File: src/rtl/divisor_resto.sv
`default_nettype none
// ============================================================================
//  Module      : divisor_resto
//  Description : Sequential restoring (shift-subtract) unsigned divider.
//                Produces the quotient and remainder of dividendo/divisor
//                after WIDTH iterations. A one-cycle EnResto strobe loads the
//                downstream remainder register. divZero flags a zero divisor.
//  Revision    : 1.0 - initial release
// ----------------------------------------------------------------------------
//  Ports
//    clk        in   1      rising-edge clock
//    resetDiv   in   1      asynchronous active-low reset
//    start      in   1      division request, sampled only while idle
//    dividendo  in   WIDTH  unsigned dividend, sampled with start
//    divisor    in   WIDTH  unsigned divisor, sampled with start
//    busy       out  1      high while an operation is in progress
//    quociente  out  WIDTH  quotient of the last completed operation
//    resto      out  WIDTH  remainder of the last completed operation
//    EnResto    out  1      one-cycle strobe, results valid
//    divZero    out  1      last completed operation had a zero divisor
// ============================================================================
module divisor_resto #(
    parameter int WIDTH = 16
) (
    input  logic             clk,
    input  logic             resetDiv,
    input  logic             start,
    input  logic [WIDTH-1:0] dividendo,
    input  logic [WIDTH-1:0] divisor,
    output logic             busy,
    output logic [WIDTH-1:0] quociente,
    output logic [WIDTH-1:0] resto,
    output logic             EnResto,
    output logic             divZero
);

    localparam int CW = $clog2(WIDTH + 1);

    localparam logic [1:0] IDLE = 2'd0;
    localparam logic [1:0] CALC = 2'd1;
    localparam logic [1:0] DONE = 2'd2;

    // Counter value on the edge that performs the final iteration.
    localparam logic [CW-1:0] LAST_ITER = CW'(WIDTH - 1);

    logic [1:0]       state;
    logic [WIDTH:0]   rem;        // partial remainder, one guard bit
    logic [WIDTH-1:0] shq;        // dividend shifting out / quotient shifting in
    logic [WIDTH-1:0] dvs;        // latched divisor
    logic [CW-1:0]    cnt;

    logic [WIDTH:0]   rem_shift;
    logic [WIDTH:0]   rem_next;
    logic [WIDTH-1:0] q_next;
    logic             fits;

    // One restoring step: shift the next dividend bit into the remainder
    // and subtract the divisor when it fits. The guard bit keeps the compare
    // correct for divisors at or above 2^(WIDTH-1).
    always_comb begin
        rem_shift = (rem << 1) | {{WIDTH{1'b0}}, shq[WIDTH-1]};
        fits      = (rem_shift >= {1'b0, dvs});
        rem_next  = fits ? (rem_shift - {1'b0, dvs}) : rem_shift;
        q_next    = {shq[WIDTH-2:0], fits};
    end

    always_ff @(posedge clk or negedge resetDiv) begin
        if (!resetDiv) begin
            state     <= IDLE;
            rem       <= '0;
            shq       <= '0;
            dvs       <= '0;
            cnt       <= '0;
            quociente <= '0;
            resto     <= '0;
            divZero   <= 1'b0;
        end else begin
            case (state)
                IDLE: begin
                    if (start) begin
                        dvs <= divisor;
                        rem <= '0;
                        shq <= dividendo;
                        cnt <= '0;
                        if (divisor == '0) begin
                            // Zero divisor: results are defined directly,
                            // no iterations are spent.
                            quociente <= '1;
                            resto     <= dividendo;
                            divZero   <= 1'b1;
                            state     <= DONE;
                        end else begin
                            state <= CALC;
                        end
                    end
                end
                CALC: begin
                    rem <= rem_next;
                    shq <= q_next;
                    cnt <= cnt + 1'b1;
                    if (cnt == LAST_ITER) begin
                        quociente <= q_next;
                        resto     <= rem_next[WIDTH-1:0];
                        divZero   <= 1'b0;
                        state     <= DONE;
                    end
                end
                DONE: begin
                    state <= IDLE;
                end
                default: begin
                    state <= IDLE;
                end
            endcase
        end
    end

    assign busy    = (state != IDLE);
    assign EnResto = (state == DONE);

endmodule
`default_nettype wire
File: config.mk
export PLATFORM = sky130hd
export DESIGN_NAME = divisor_resto
export DESIGN_NICKNAME = d
export VERILOG_FILES = /design/src/rtl/divisor_resto.sv
export SDC_FILE = /design/constraint.sdc
export NUM_CORES = 1
export LEC_CHECK = 0
export CORE_ASPECT_RATIO = 0.7
export CORE_UTILIZATION = 42
export DETAILED_ROUTE_END_ITERATION = 8
export GPL_TIMING_DRIVEN = 0
export PLACE_DENSITY = 0.76
export SYNTH_ARGS = -nofsm -noshare
export SYNTH_HDL_FRONTEND = slang
export SYNTH_SLANG_ARGS = --single-unit
export TNS_END_PERCENT = 1
File: constraint.sdc
create_clock -name clk -period 4.1 [get_ports clk]
set_input_delay 0.615 -clock clk [delete_from_list [all_inputs] [get_ports clk]]
set_output_delay 0.615 -clock clk [all_outputs]
set_load 0.01 [all_outputs]
* Yosys cells after proc, flatten, opt, wreduce, memory -nomap -nowiden *
Index checks and enable logic that the tools add are counted.

cells by class
  add/subtract/negate cells = 2
  order comparisons = 1
  eq/ne operators = 6
  muxes and demuxes = 23
  bitwise logic cells = 1
  reduce and logical (&&, ||, !) cells = 8

operators by type and width
  kind                                                                   count
  16-bit two-way mux                                                     9
  16-bit case mux with 2 select lines                                    4
  17-bit by 16-bit greater-or-equal comparator with 1-bit output         1
  17-bit by 1-bit OR with 17-bit output                                  1
  16-bit logical NOT                                                     1
  16-bit subtractor                                                      1
  5-bit case mux with 2 select lines                                     1
  2-bit two-way mux                                                      3
  2-bit != test, second input constant                                   3
  2-bit AND reduction                                                    3
  5-bit by 1-bit adder with 5-bit output, second input constant          1
  5-bit by 4-bit equality test with 1-bit output, second input constant  1
  5-bit two-way mux                                                      1
  2-bit case mux with 2 select lines                                     1
  4-bit AND reduction                                                    1
  2-bit nonzero test                                                     2
  1-bit two-way mux                                                      3
  2-bit by 1-bit equality test with 1-bit output, second input constant  1
  2-bit equality test, second input constant                             1
  2-bit logical NOT                                                      1
  1-bit case mux with 2 select lines                                     1

storage, ports and cells
  register bits = 88
  input bits = 35
  output and inout port bits = 35
  logic and storage cells = 49

* Longest topological paths before layout *
Gate-level depths: netlist of the first run.

  depth in word-level cells = 5
  depth in mapped cells = 10
  mapped depth without buffers = 10

* Worst setup path before layout of the first run *
Ideal clock, no wire load.

  path kind = register to register
  start point = register rem[13]
  end point = register resto[6]
  library setup time = 0.126 ns
  arrival time = 2.331 ns
  setup slack = 1.643 ns
  stages on the path, launching flop included = 8
  path buffers = 0
  path through = dfrtp_1 -> ha_1 -> a21o_1 -> a211oi_2 -> or3b_4 -> o31a_4 -> and3_4 -> o32a_1

on the way
  word-level cells in the longest chain between the ends = 5

RTL lines
  what                                                            RTL line  source
  from (decl)                                                     47        logic [WIDTH:0] rem;
  from (signal assigned)                                          98        rem <= rem_next;
  17-bit by 1-bit OR with 17-bit output                           61        rem_shift = (rem << 1) | {{WIDTH{1'b0}}, shq[WIDTH-1]};
  17-bit by 16-bit greater-or-equal comparator with 1-bit output  62        fits = (rem_shift >= {1'b0, dvs});
  16-bit two-way mux                                              63        rem_next = fits ? (rem_shift - {1'b0, dvs}) : rem_shift;
  16-bit two-way mux                                              101       if (cnt == LAST_ITER) begin
  16-bit case mux with 2 select lines                             78        case (state)
  to (signal assigned)                                            89        resto <= dividendo;
  to (signal assigned)                                            103       resto <= rem_next[WIDTH-1:0];
  to (decl)                                                       32        output logic [WIDTH-1:0] resto,

Every way passes these cells. The select of a mux whose other input is x is not followed.
A chain may end at the register's enable or synchronous reset.

* Worst setup path in the final report of the first run *
  start point = register shq[15]
  end point = register rem[12]

on the way
  word-level cells in the longest chain between the ends = 4
  elaborated cells on any way between the ends = 5

RTL lines
  what                                                                                                 RTL line  source
  from (decl)                                                                                          48        logic [WIDTH-1:0] shq;
  from (signal assigned)                                                                               83        shq <= dividendo;
  from (signal assigned)                                                                               99        shq <= q_next;
  17-bit by 1-bit OR with 17-bit output (*)                                                            61
  16-bit subtractor or 17-bit by 16-bit greater-or-equal comparator with 1-bit output (tied branches)  63, 62
  16-bit two-way mux (*)                                                                               63
  16-bit case mux with 2 select lines (*)                                                              78

Every way passes the cells marked *; elsewhere a longest branch is shown, timed or not.

==> results of run 1 <==
layout by cell type, fill, tap and decap left out, types with 3 or more instances in the layout:
cell,n
nand2_1,90
dfrtp_1,88
clkdlybuf4s50_1,68
o21ai_0,62
a21oi_1,32
nor2_1,28
clkbuf_1,26
nand3_1,25
inv_1,24
a31oi_1,22
ha_1,18
and3_1,9
mux2i_1,9
clkbuf_16,9
or3_1,8
o211ai_1,7
xnor2_1,7
nor4_1,6
a21o_1,6
buf_1,5
o31ai_1,5
xor2_1,5
nand4_1,4
nand2b_1,4
o21bai_1,4
a211oi_1,4
nor2b_1,3
clkinv_4,3
per-layer routing:
metal	vias up	share of wire, %	GRT usage (%)
met5	-	0	0
met4	0	1.7	7.171
met3	31	7.6	5.421
met2	206	43	35.39
met1	2239	47	38.72
li1	2078	-	-
area by class of cell:
class                   instances  area share [%]
multi-input cells             393           39.38
well taps                     153           3.212
plain buffers                  33           2.183
inverters                      25           1.574
clock buffers                  10           3.841
repair buffers                 70           12.01
flip-flops and latches         88           36.94
clock inverters                 6          0.8606
cells by family after synthesis:
group                      after synthesis
and+or+nand+nor                        189
DFF                                     88
muxes                                   11
adders and majority gates               19
AOI/OAI and AO/OA                      162
buffers and inverters                   58
xor gates and xnor gates                12
worst max-delay path, delay by kind of cell, from the launching register on:
kind | cells | cell delay, ns
adder cells (fa/ha/maj) | 2 | 0.60
AO/OA/AOI/OAI | 4 | 1.29
flip-flops | 1 | 0.40
AND/OR/NAND/NOR | 1 | 0.14
buffers and inverters | 2 | 0.21
XOR/XNOR | 1 | 0.27
registers in the layout, summed over array words and instances, names as in the netlist:
| register | count |
|---|---|
| resto | 16 |
| quociente | 16 |
| cnt | 5 |
| dvs | 16 |
| rem | 16 |
| shq | 16 |
| divZero | 1 |
| state | 2 |
metrics by stage:
stage / TNS (ns) / setup WS (ns) / cell area [sq um]
floorplan: 0 / 1.643 / 4773
global placement: -65.74 / -0.7522 / 5655
detailed placement: 0 / 0.9673 / 5680
CTS: 0 / 1.134 / 5961
global route: 0 / 0.9385 / 5961
finish: 0 / 1.063 / 5961
path summary, 6_finish.rpt:
check / start / endpoint / cells past startpoint
worst max-delay path: shq[15]$_DFFE_PN0P_ / rem[12]$_DFFE_PN0P_ / 10
worst min-delay path: resetDiv / quociente[10]$_DFFE_PN0P_ / 1
worst max register to register: shq[15]$_DFFE_PN0P_ / rem[12]$_DFFE_PN0P_ / 10
worst min register to register: dvs[0]$_DFFE_PN0P_ / dvs[0]$_DFFE_PN0P_ / 2
max in group asynchronous: resetDiv / dvs[3]$_DFFE_PN0P_ / 2
min in group clk: dvs[0]$_DFFE_PN0P_ / dvs[0]$_DFFE_PN0P_ / 2
power breakdown:
part	switching (uW)	leakage (uW)	internal [uW]
Combinational	1980	0.00136	1330
Clock	371	0.000134	419
Sequential	254	0.00108	1280
==> key figures, run 1 <==
Run status
  • Outcome: finished clean

Route
  • Wire per inst: 17.95 microns
  • Drt total wl: around 14 mm
  • Detailed-route via count: ~4600
  • Antenna-violating nets left: 0
  • Iter 0 DRT Violations: 707
  • DRC viols: 0
  • 1st-pass router iterations: 6
  • Vias/cell: 5.853

Worst setup path
  • Reg2Reg Setup Slack: between 1 and 1.5 ns
  • Max incr delay on CP: approximately 0.57 ns
  • Max FO, Critical Path: 4
  • CP endpoint kind: flip-flop
  • Startpoint types: flip-flop
  • Crit-path slowest cell: a211oi_1
  • CP required: between 4 and 5 ns
  • Crit path cell chain: inv_1, ha_1, inv_1, fa_1, a21o_1, a211oi_1, nor4_1, a211oi_1, xor2_1, o211ai_1
  • Worst setup path class: reg -> reg
  • Critical Path AT: 3.26 ns

Clock network
  • CTS root buffer: clkbuf_16
  • Number of CTS-inserted buffers: 9
  • CTS clock-pin slew for the worst setup and hold paths: 0.07 ns
  • Max Root-Sink Buffers: 2
  • CTS tree: done
  • H-tree depth: 3
  • CTS resizes: 0
  • Setup Fix Bufs, Post-CTS: 0
  • # hold bufs at CTS: 0
  • Clock Sinks: 88
  • Clk_lat worst skew: between 0.3 and 0.4 ns

Synth
  • Flops & latches, synth: 88
  • Top-count cell post-synth: nand2_1
  • Post-Synth Adder-Cell Area: 5.138%
  • Cell Area, Synth: roughly 4800 sq um
  • Syn nets: approximately 600
  • Top cells by area, synth: dfrtp_1 (46%), nand2_1 (7.1%), o21ai_0 (6.5%)
  • Number of synthesized flops with an enable pin: 0
  • Mean cell area of the mapped netlist: just under 9 sq um
  • Main synth FF type: dfrtp_1
  • Most instantiated cells after synthesis: nand2_1 (90), dfrtp_1 (88), o21ai_0 (62), a21oi_1 (32), nor2_1 (28)
  • XOR/XNOR share of the synthesized area: 2.202%
  • Yosys warning count: 0
  • Largest family of logic cells by synthesized area: compound AO/OA/AOI/OAI gates
  • Synth top area share: 46.13%
  • Seq/Total Area, Yosys: between 40% and 50%
  • Async set or reset register ratio after synthesis: 100.0%
  • Distinct cells, synth: 57
  • Post-synthesis mux area share: between 2 and 2.5%
  • Syn Inst Count: roughly 540
  • Simple-Gate Fraction of Synth Area: a little under a fifth
  • Compound-Gate Fraction of Synth Area: around a fifth
  • Top cell type by total area after synthesis: dfrtp_1

Floorplanning
  • Die ar.: 11800 sq um
  • I/O pins: 70
  • Initial core utilization: a little over two fifths
  • Die Height: just over 90 microns
  • FP Rows: 32
  • Die Width: 129.4 microns
  • Core ar.: around 11000 sq um

Placed design
  • Port buffer count: between 60 and 70
  • GPL Wtd Cong: around 0.9
  • DPL Wire Length: 10.55 mm
  • Placed cell count: between 700 and 800

Timing
  • RSZ-0062 raised after global routing: false
  • Fmax: around 330 MHz
  • Final hold violation count: 0
  • Slew margin rel.: roughly 54%
  • Final setup viols: 0
  • Final period utilization: about three quarters
  • Clk_skew: about 0.007 ns
  • Min Clock Period, post-route: 3.037 ns
  • Slew @ Worst Pin: ~0.69 ns
  • Worst Hold Slack: 0.1685 ns
  • Pins Over Slew Limit: 0

Power
  • Total power: 5635 uW
  • Leakage: roughly 0.0026 uW
  • PD cells: approximately 950 nW/um^2
  • IR drop worst, VDD: approximately 0.34 mV

Global route
  • GRT Residual Overflow: 0
  • Vias in the first global route: approximately 4400
  • GR Util All Layers: about a quarter
  • Pin count of the biggest net entering global routing: between 60 and 70
  • First-pass GRT wire length: 22.76 mm
  • Number of antenna violations at the first check in global routing: 0

Final layout
  • Filler cells: 1000
  • Nets: 674
  • Footprint of the multi-input gates: 2347 sq um
  • Register area: between 2000 and 2500 sq um
  • Fin cells: roughly 780
  • Area Overhead vs Synth: 24.88%
  • Number of diodes: 0
  • Layout cells sized above 1: under 10%
  • Layout Utilization: 53.94%

Run
  • Max_cap viols: 0

Worst hold path
  • Hold Path Class: in -> async
Note: power is estimated with default switching activity, not from simulation.
==> run 2, diff against run 1 <==
==> constraint.sdc (replaced) <==
create_clock -name clk -period 3 [get_ports clk]
set_input_delay 0.45 -clock clk [delete_from_list [all_inputs] [get_ports clk]]
set_output_delay 0.45 -clock clk [all_outputs]
set_load 0.01 [all_outputs]
==> run 2 against run 1 <==
  * Worst setup slack got worse by 0.95 ns
  * Non-clock buffer count unchanged
  * Die area unchanged
  * Routed wire length increased by 0.16%
  * Critical endpoint unchanged
  * Sequential power increased by 37%
  * Largest power group unchanged
  * Clock skew about the same
==> key figures, run 2 (synthesized netlist as in run 1, its figures left out) <==
Run status
  • Outcome: finished clean

Route
  • DRC viols: 0 (unchanged)
  • 1st-pass router iterations: 5 (-1)
  • Wire per inst: 17.98 microns (+0.16%)
  • Antenna-violating nets left: 0 (unchanged)
  • Drt total wl: 13.99 mm (+0.16%)
  • Vias/cell: 5.910 (+0.97%)
  • Iter 0 DRT Violations: 694 (-1.8%)
  • Detailed-route via count: 4598 (+0.97%)

Worst setup path
  • Critical Path AT: 3.11 ns (-0.15 ns)
  • Max FO, Critical Path: 4 (unchanged)
  • CP endpoint kind: flip-flop
  • CP required: 3.22 ns (-1.10 ns)
  • Worst setup path class: reg -> reg
  • Startpoint types: flip-flop

Timing
  • Final period utilization: 96.39% (+22 points)
  • Slew @ Worst Pin: 0.6801 ns (-0.006390 ns)
  • Final worst slack: 0.1084 ns (-0.9543 ns)
  • Clk_skew: 0.007375 ns (+0.0003544 ns)
  • Slew margin rel.: 54.56% (+0.43 points)
  • Final setup viols: 0 (unchanged)
  • RSZ-0062 raised after global routing: false
  • Fmax: 345.8 MHz (+5.0%)
  • Final hold violation count: 0 (unchanged)
  • Worst Hold Slack: 0.006983 ns (-0.1615 ns)
  • Pins Over Slew Limit: 0 (unchanged)
  • Min Clock Period, post-route: 2.892 ns (-0.1457 ns)

Floorplanning
  • I/O pins: 70 (unchanged)
  • FP Rows: 32 (unchanged)
  • Core ar.: 11050 sq um (unchanged)
  • Die ar.: 11800 sq um (unchanged)
  • Initial core utilization: 43.20% (unchanged)
  • Die Height: 91.20 microns (unchanged)
  • Die Width: 129.4 microns (unchanged)

Power
  • Clock power frac: 14.0% (about the same)
  • Internal: 4154 uW (+37%)
  • IR drop worst, VDD: 0.4661 mV (+36%)
  • PD cells: 1295 nW/um^2 (+37%)
  • P_sw: 3573 uW (+37%)
  • Comb pwr share: 58.9% (about the same)
  • Leakage: 0.002582 uW (+0.42%)
  • Switching part of the total: 46.24% (+0.059 points)
  • Part of the power in registers: 27.1% (about the same)

Final layout
  • Most common cell after layout, fill and taps aside: nand2_1
  • Layout cells sized above 1: 5.280% (+0.64 points)
  • Nets: 674 (unchanged)
  • Layout Utilization: 54.01% (+0.068 points)
  • Area Overhead vs Synth: 25.03%
  • Commonest cells after routing, fill and taps aside: nand2_1 (90), dfrtp_1 (88), clkdlybuf4s50_1 (68)
  • Number of diodes: 0 (unchanged)
  • Filler cells: 1001 (+0.10%)

Placed design
  • Port buffer count: 69 (unchanged)
  • Place WS: 0.03227 ns (-0.9350 ns)
  • DPL Wire Length: 10.55 mm (unchanged)
  • GPL Wtd Cong: 0.8805 (unchanged)

Clock network
  • Number of CTS-inserted buffers: 9 (unchanged)
  • CTS tree: done
  • # hold bufs at CTS: 0 (unchanged)
  • Clock Sinks: 88 (unchanged)
  • CTS root buffer: clkbuf_16
  • CTS resizes: 0 (unchanged)
  • Setup Fix Bufs, Post-CTS: 0 (unchanged)
  • Clk_lat worst skew: 0.35 ns (about the same)
  • CTS clock-pin slew for the worst setup and hold paths: 0.07 ns (about the same)
  • Max Root-Sink Buffers: 2 (unchanged)
  • H-tree depth: 3 (unchanged)

Run
  • Max_cap viols: 0 (unchanged)

Global route
  • GR Util All Layers: 25.28% (unchanged)
  • First-pass GRT wire length: 22.76 mm (unchanged)
  • Vias in the first global route: 4419 (unchanged)
  • GRT Residual Overflow: 0 (unchanged)
  • Pin count of the biggest net entering global routing: 65 (unchanged)
  • Number of antenna violations at the first check in global routing: 0 (unchanged)

Worst hold path
  • Hold Path Class: in -> async
[run 2: changes by cell type in the layout (fill, tap and decap cells not counted), sizes merged]
cell,delta
clkinv,-1
inv,+1
[run 2: worst paths after layout]
| path | slack, ns | to | cells past startpoint | startpoint |
|---|---|---|---|---|
| hold reg to reg | 0.48 | dvs[0]$_DFFE_PN0P_ | 2 | dvs[0]$_DFFE_PN0P_ |
| setup reg to reg | 0.11 | rem[12]$_DFFE_PN0P_ | 10 | shq[15]$_DFFE_PN0P_ |
| max in group asynchronous | 2.37 | dvs[3]$_DFFE_PN0P_ | 2 | resetDiv |
| hold / removal | 0.007 | quociente[10]$_DFFE_PN0P_ | 1 | resetDiv |
| setup / recovery | 0.11 | rem[12]$_DFFE_PN0P_ | 10 | shq[15]$_DFFE_PN0P_ |
| min in group clk | 0.48 | dvs[0]$_DFFE_PN0P_ | 2 | dvs[0]$_DFFE_PN0P_ |
[run 2: layout make-up]
| type | instances | area (sq um) | area share [%] |
|---|---|---|---|
| buffer | 33 | 132.6 | 2.222 |
| clock buffer | 10 | 229.0 | 3.836 |
| clock inverter | 6 | 51.30 | 0.8595 |
| inverter | 25 | 93.84 | 1.572 |
| multi-input combinational | 393 | 2352 | 39.41 |
| sequential | 88 | 2202 | 36.90 |
| tap | 153 | 191.4 | 3.208 |
| timing repair buffer | 70 | 715.7 | 11.99 |
[run 2: power by group through the flow]
stage	sequential, uW	clock [uW]	combinational [uW]
finish	2090	1080	4550
global route	2150	1140	4980
CTS	2080	1080	4470
detailed placement	2100	0	4430
global placement	2070	0	4270
floorplan	2110	0	2890
[run 2: through the flow]
stage / std cells / total power [uW] / area [sq um] / setup TNS, ns
5_1_grt: 778 / 8273 / 5968 / 0
3_3_place_gp: 761 / 6346 / 5655 / -148.02
4_1_cts: 778 / 7632 / 5961 / 0
3_5_place_dp: 762 / 6527 / 5680 / 0
6_report: 778 / 7727 / 5968 / 0
2_1_floorplan: 539 / 5006 / 4773 / 0
[run 2: routing by layer]
metal  share of wire [%]  vias to the layer above  track usage (%)
met5                   0                        -                0
met4                 1.7                        0            7.171
met3                 7.9                       34            5.421
met2                  44                      240            35.39
met1                  47                     2244            38.72
li1                    -                     2080                -
[run 2: critical path, cell delays in order, from the launching register on]
cell      delay, ns
dfrtp_1        0.40
inv_1          0.16
ha_1           0.20
inv_1          0.06
fa_1           0.40
a21o_1         0.24
a211oi_2       0.40
nor4_1         0.13
a211oi_1       0.37
xor2_1         0.27
o211ai_1       0.13
==> run 3, diff against run 2 <==
--- a/config.mk
+++ b/config.mk
@@ -8,8 +8,9 @@
 export CORE_ASPECT_RATIO = 0.7
 export CORE_UTILIZATION = 42
 export DETAILED_ROUTE_END_ITERATION = 8
+export DONT_BUFFER_PORTS = 1
 export GPL_TIMING_DRIVEN = 0
-export PLACE_DENSITY = 0.76
+export PLACE_DENSITY = 0.68
 export SYNTH_ARGS = -nofsm -noshare
 export SYNTH_HDL_FRONTEND = slang
 export SYNTH_SLANG_ARGS = --single-unit
==> run 3 against run 2 <==
  * The flow now finishes with violations (hold timing)
  * Non-clock buffer count fell by 69
  * First-iteration DRC count fell by 38%
  * Cell count is 9.0% lower
  * Sequential share of layout area is 4.9 points higher
  * Flip-flop and latch count is the same
  * Die area did not move
  * Clock skew down 0.0011 ns
  * Cell area decreased by 12%
  * Sequential power up 6%
  * Register-to-register slack better by 0.09 ns
  * Via count shrank 8.4%
  * Critical path type unchanged
  * Largest power group unchanged
==> key figures, run 3 (synthesized netlist as in run 1, its figures left out) <==
Route
  • M1 WL: 6.235 mm (-4.6%)
  • Detailed-route via count: 4212 (-8.4%)
  • Met2 WL: 5.816 mm (-4.7%)
  • Highest metal used: met4
  • Antenna-violating nets left: 0 (unchanged)
  • Iter 0 DRT Violations: 427 (-38%)
  • 1st-pass router iterations: 5 (unchanged)
  • DRC viols: 0 (unchanged)
  • Wire per inst: 19.02 microns (+5.8%)
  • Met3 routed WL: 1.241 mm (+12%)
  • Drt total wl: 13.47 mm (-3.7%)
  • Vias/cell: 5.949 (+0.66%)

Worst setup path
  • Worst reg2reg path endpoint: resto[9]$_DFFE_PN0P_
  • Startpoint types: flip-flop
  • CP endpoint kind: flip-flop
  • Crit path from: cnt[0]$_DFFE_PN0P_
  • Reg2Reg Setup Slack: 0.20 ns (+0.09 ns)
  • Critical Path AT: 3.06 ns (-0.05 ns)
  • Register-to-Register Path Depth: 10 (unchanged)
  • Crit Reg-Reg Startpoint: cnt[0]$_DFFE_PN0P_
  • CP required: 3.26 ns (+0.04 ns)
  • Critical path capture point: resto[9]$_DFFE_PN0P_
  • Worst setup path class: reg -> reg
  • Max FO, Critical Path: 10 (+6)

Final layout
  • Final Cell Area: 5268 sq um (-12%)
  • Most common cell after layout, fill and taps aside: nand2_1
  • Nets: 605 (-10%)
  • Number of diodes: 0 (unchanged)
  • Layout cells sized above 1: 5.225% (-0.055 points)
  • Commonest cells after routing, fill and taps aside: nand2_1 (90), dfrtp_1 (88), o21ai_0 (62)
  • Filler cells: 1047 (+4.6%)
  • Area Overhead vs Synth: 10.35%

Clock network
  • H-tree depth: 3 (unchanged)
  • CTS clock-pin slew for the worst setup and hold paths: 0.06 ns (about the same)
  • CTS tree: done
  • Number of CTS-inserted buffers: 9 (unchanged)
  • Clock Sinks: 88 (unchanged)
  • Clk_lat worst skew: 0.34 ns (about the same)
  • Max Root-Sink Buffers: 2 (unchanged)
  • CTS root buffer: clkbuf_16
  • Setup Fix Bufs, Post-CTS: 0 (unchanged)

Timing
  • Final hold violation count: 1 (+1)
  • Slew @ Worst Pin: 0.7937 ns (+0.1136 ns)
  • Final period utilization: 93.35% (-3.0 points)
  • Pins Over Slew Limit: 0 (unchanged)
  • Setup TNS Final: 0 ns (unchanged)
  • Worst Hold Slack: -0.002012 ns (-0.008994 ns)
  • Clk_skew: 0.006292 ns (-0.001084 ns)
  • Min Clock Period, post-route: 2.801 ns (-0.09109 ns)
  • RSZ-0062 raised after global routing: true
  • Final setup viols: 0 (unchanged)
  • Slew margin rel.: 46.97% (-7.6 points)
  • Fmax: 357.1 MHz (+3.3%)

Power
  • Leakage: 0.002296 uW (-11%)
  • PD cells: 1363 nW/um^2 (+5.3%)
  • IR drop worst, VDD: 0.4801 mV (+3.0%)
  • Total power: 7181 uW (-7.1%)

Run status
  • Outcome: finished, violations left
  • Failing checks: hold timing

Floorplanning
  • Core ar.: 11050 sq um (unchanged)
  • Die ar.: 11800 sq um (unchanged)
  • Die Width: 129.4 microns (unchanged)
  • I/O pins: 70 (unchanged)
  • Initial core utilization: 43.20% (unchanged)
  • FP Rows: 32 (unchanged)
  • Die Height: 91.20 microns (unchanged)

Run
  • Max_cap viols: 0 (unchanged)

Placed design
  • GPL Wtd Cong: 0.8574 (-2.6%)
  • Area post-placement: 4965 sq um (-13%)
  • Port buffer count: 0 (-100%)
  • DPL Wire Length: 10.08 mm (-4.5%)

Global route
  • GR Util All Layers: 23.90% (-1.4 points)
  • Number of antenna violations at the first check in global routing: 0 (unchanged)
  • Vias in the first global route: 3989 (-9.7%)
  • First-pass GRT wire length: 21.31 mm (-6.3%)
  • Pin count of the biggest net entering global routing: 89 (+37%)
  • GRT Residual Overflow: 0 (unchanged)

Worst hold path
  • Hold Path Class: in -> async
==> run 3: changes by cell type in the layout (fill, tap and decap cells not counted), sizes merged <==
cell,before,now
clkdlybuf4s50,68,0
clkbuf,35,34
buf,10,9
clkinvlp,1,3
inv,27,26
clkinv,3,2
==> run 3: final cells by class <==
| type | count | area, sq um | share of cell area (%) |
|---|---|---|---|
| multi-input combinational | 393 | 2352 | 44.66 |
| sequential | 88 | 2202 | 41.81 |
| clock buffer | 9 | 225.2 | 4.276 |
| tap | 153 | 191.4 | 3.634 |
| buffer | 33 | 130.1 | 2.470 |
| inverter | 25 | 93.84 | 1.781 |
| clock inverter | 6 | 45.04 | 0.8551 |
| timing repair buffer | 1 | 27.53 | 0.5226 |
==> run 3: critical path: stages (launching register included) <==
cell	delay, ns
dfrtp_1	0.41
ha_1	0.23
and3_1	0.19
ha_1	0.21
mux2i_1	0.19
nor2_1	0.05
o21ai_1	0.24
clkbuf_1	0.45
clkbuf_1	0.46
a21oi_1	0.13
a21oi_1	0.15
==> run 3: how the worst min path moves through the flow <==
stage / cells past startpoint / from / to / slack, ns
6_report: 1 / resetDiv / dvs[13]$_DFFE_PN0P_ / -0.002
5_1_grt: 1 / resetDiv / dvs[1]$_DFFE_PN0P_ / 0.04
4_1_cts: 1 / resetDiv / dvs[13]$_DFFE_PN0P_ / 0.04
3_5_place_dp: 0 / resetDiv / dvs[13]$_DFFE_PN0P_ / 0.16
3_3_place_gp: 0 / resetDiv / dvs[13]$_DFFE_PN0P_ / 0.16
2_1_floorplan: 0 / resetDiv / cnt[0]$_DFFE_PN0P_ / 0.15
==> run 3: what timing repair did <==
item | 4_1_cts | 5_1_grt
setup endpoints to repair | 0 | 9
gates resized for setup | 0 | 1
hold buffers | 1 | 0
endpoints found under the hold margin | 88 | 0
==> run 3: power breakdown <==
group	leakage, uW	switching, uW	internal, uW
logic	0.00110	2480	1430
clock network	0.000124	480	561
registers	0.00108	474	1750
==> run 3: metal layers <==
metal / vias up / global-route usage [%]
met3: 20 / 6.364
met4: 0 / 6.105
met5: - / 0
li1: 1937 / -
met1: 2084 / 35.31
met2: 171 / 34.32
==> run 3: through the flow <==
step	setup slack (ns)	utilization (%)	std cells
finish	0.1995	47.67	708
global route	-0.05665	47.67	708
CTS	0.08139	47.62	708
detailed placement	0.1087	44.93	692
global placement	0.08840	44.93	692
floorplan	0.5433	-	539
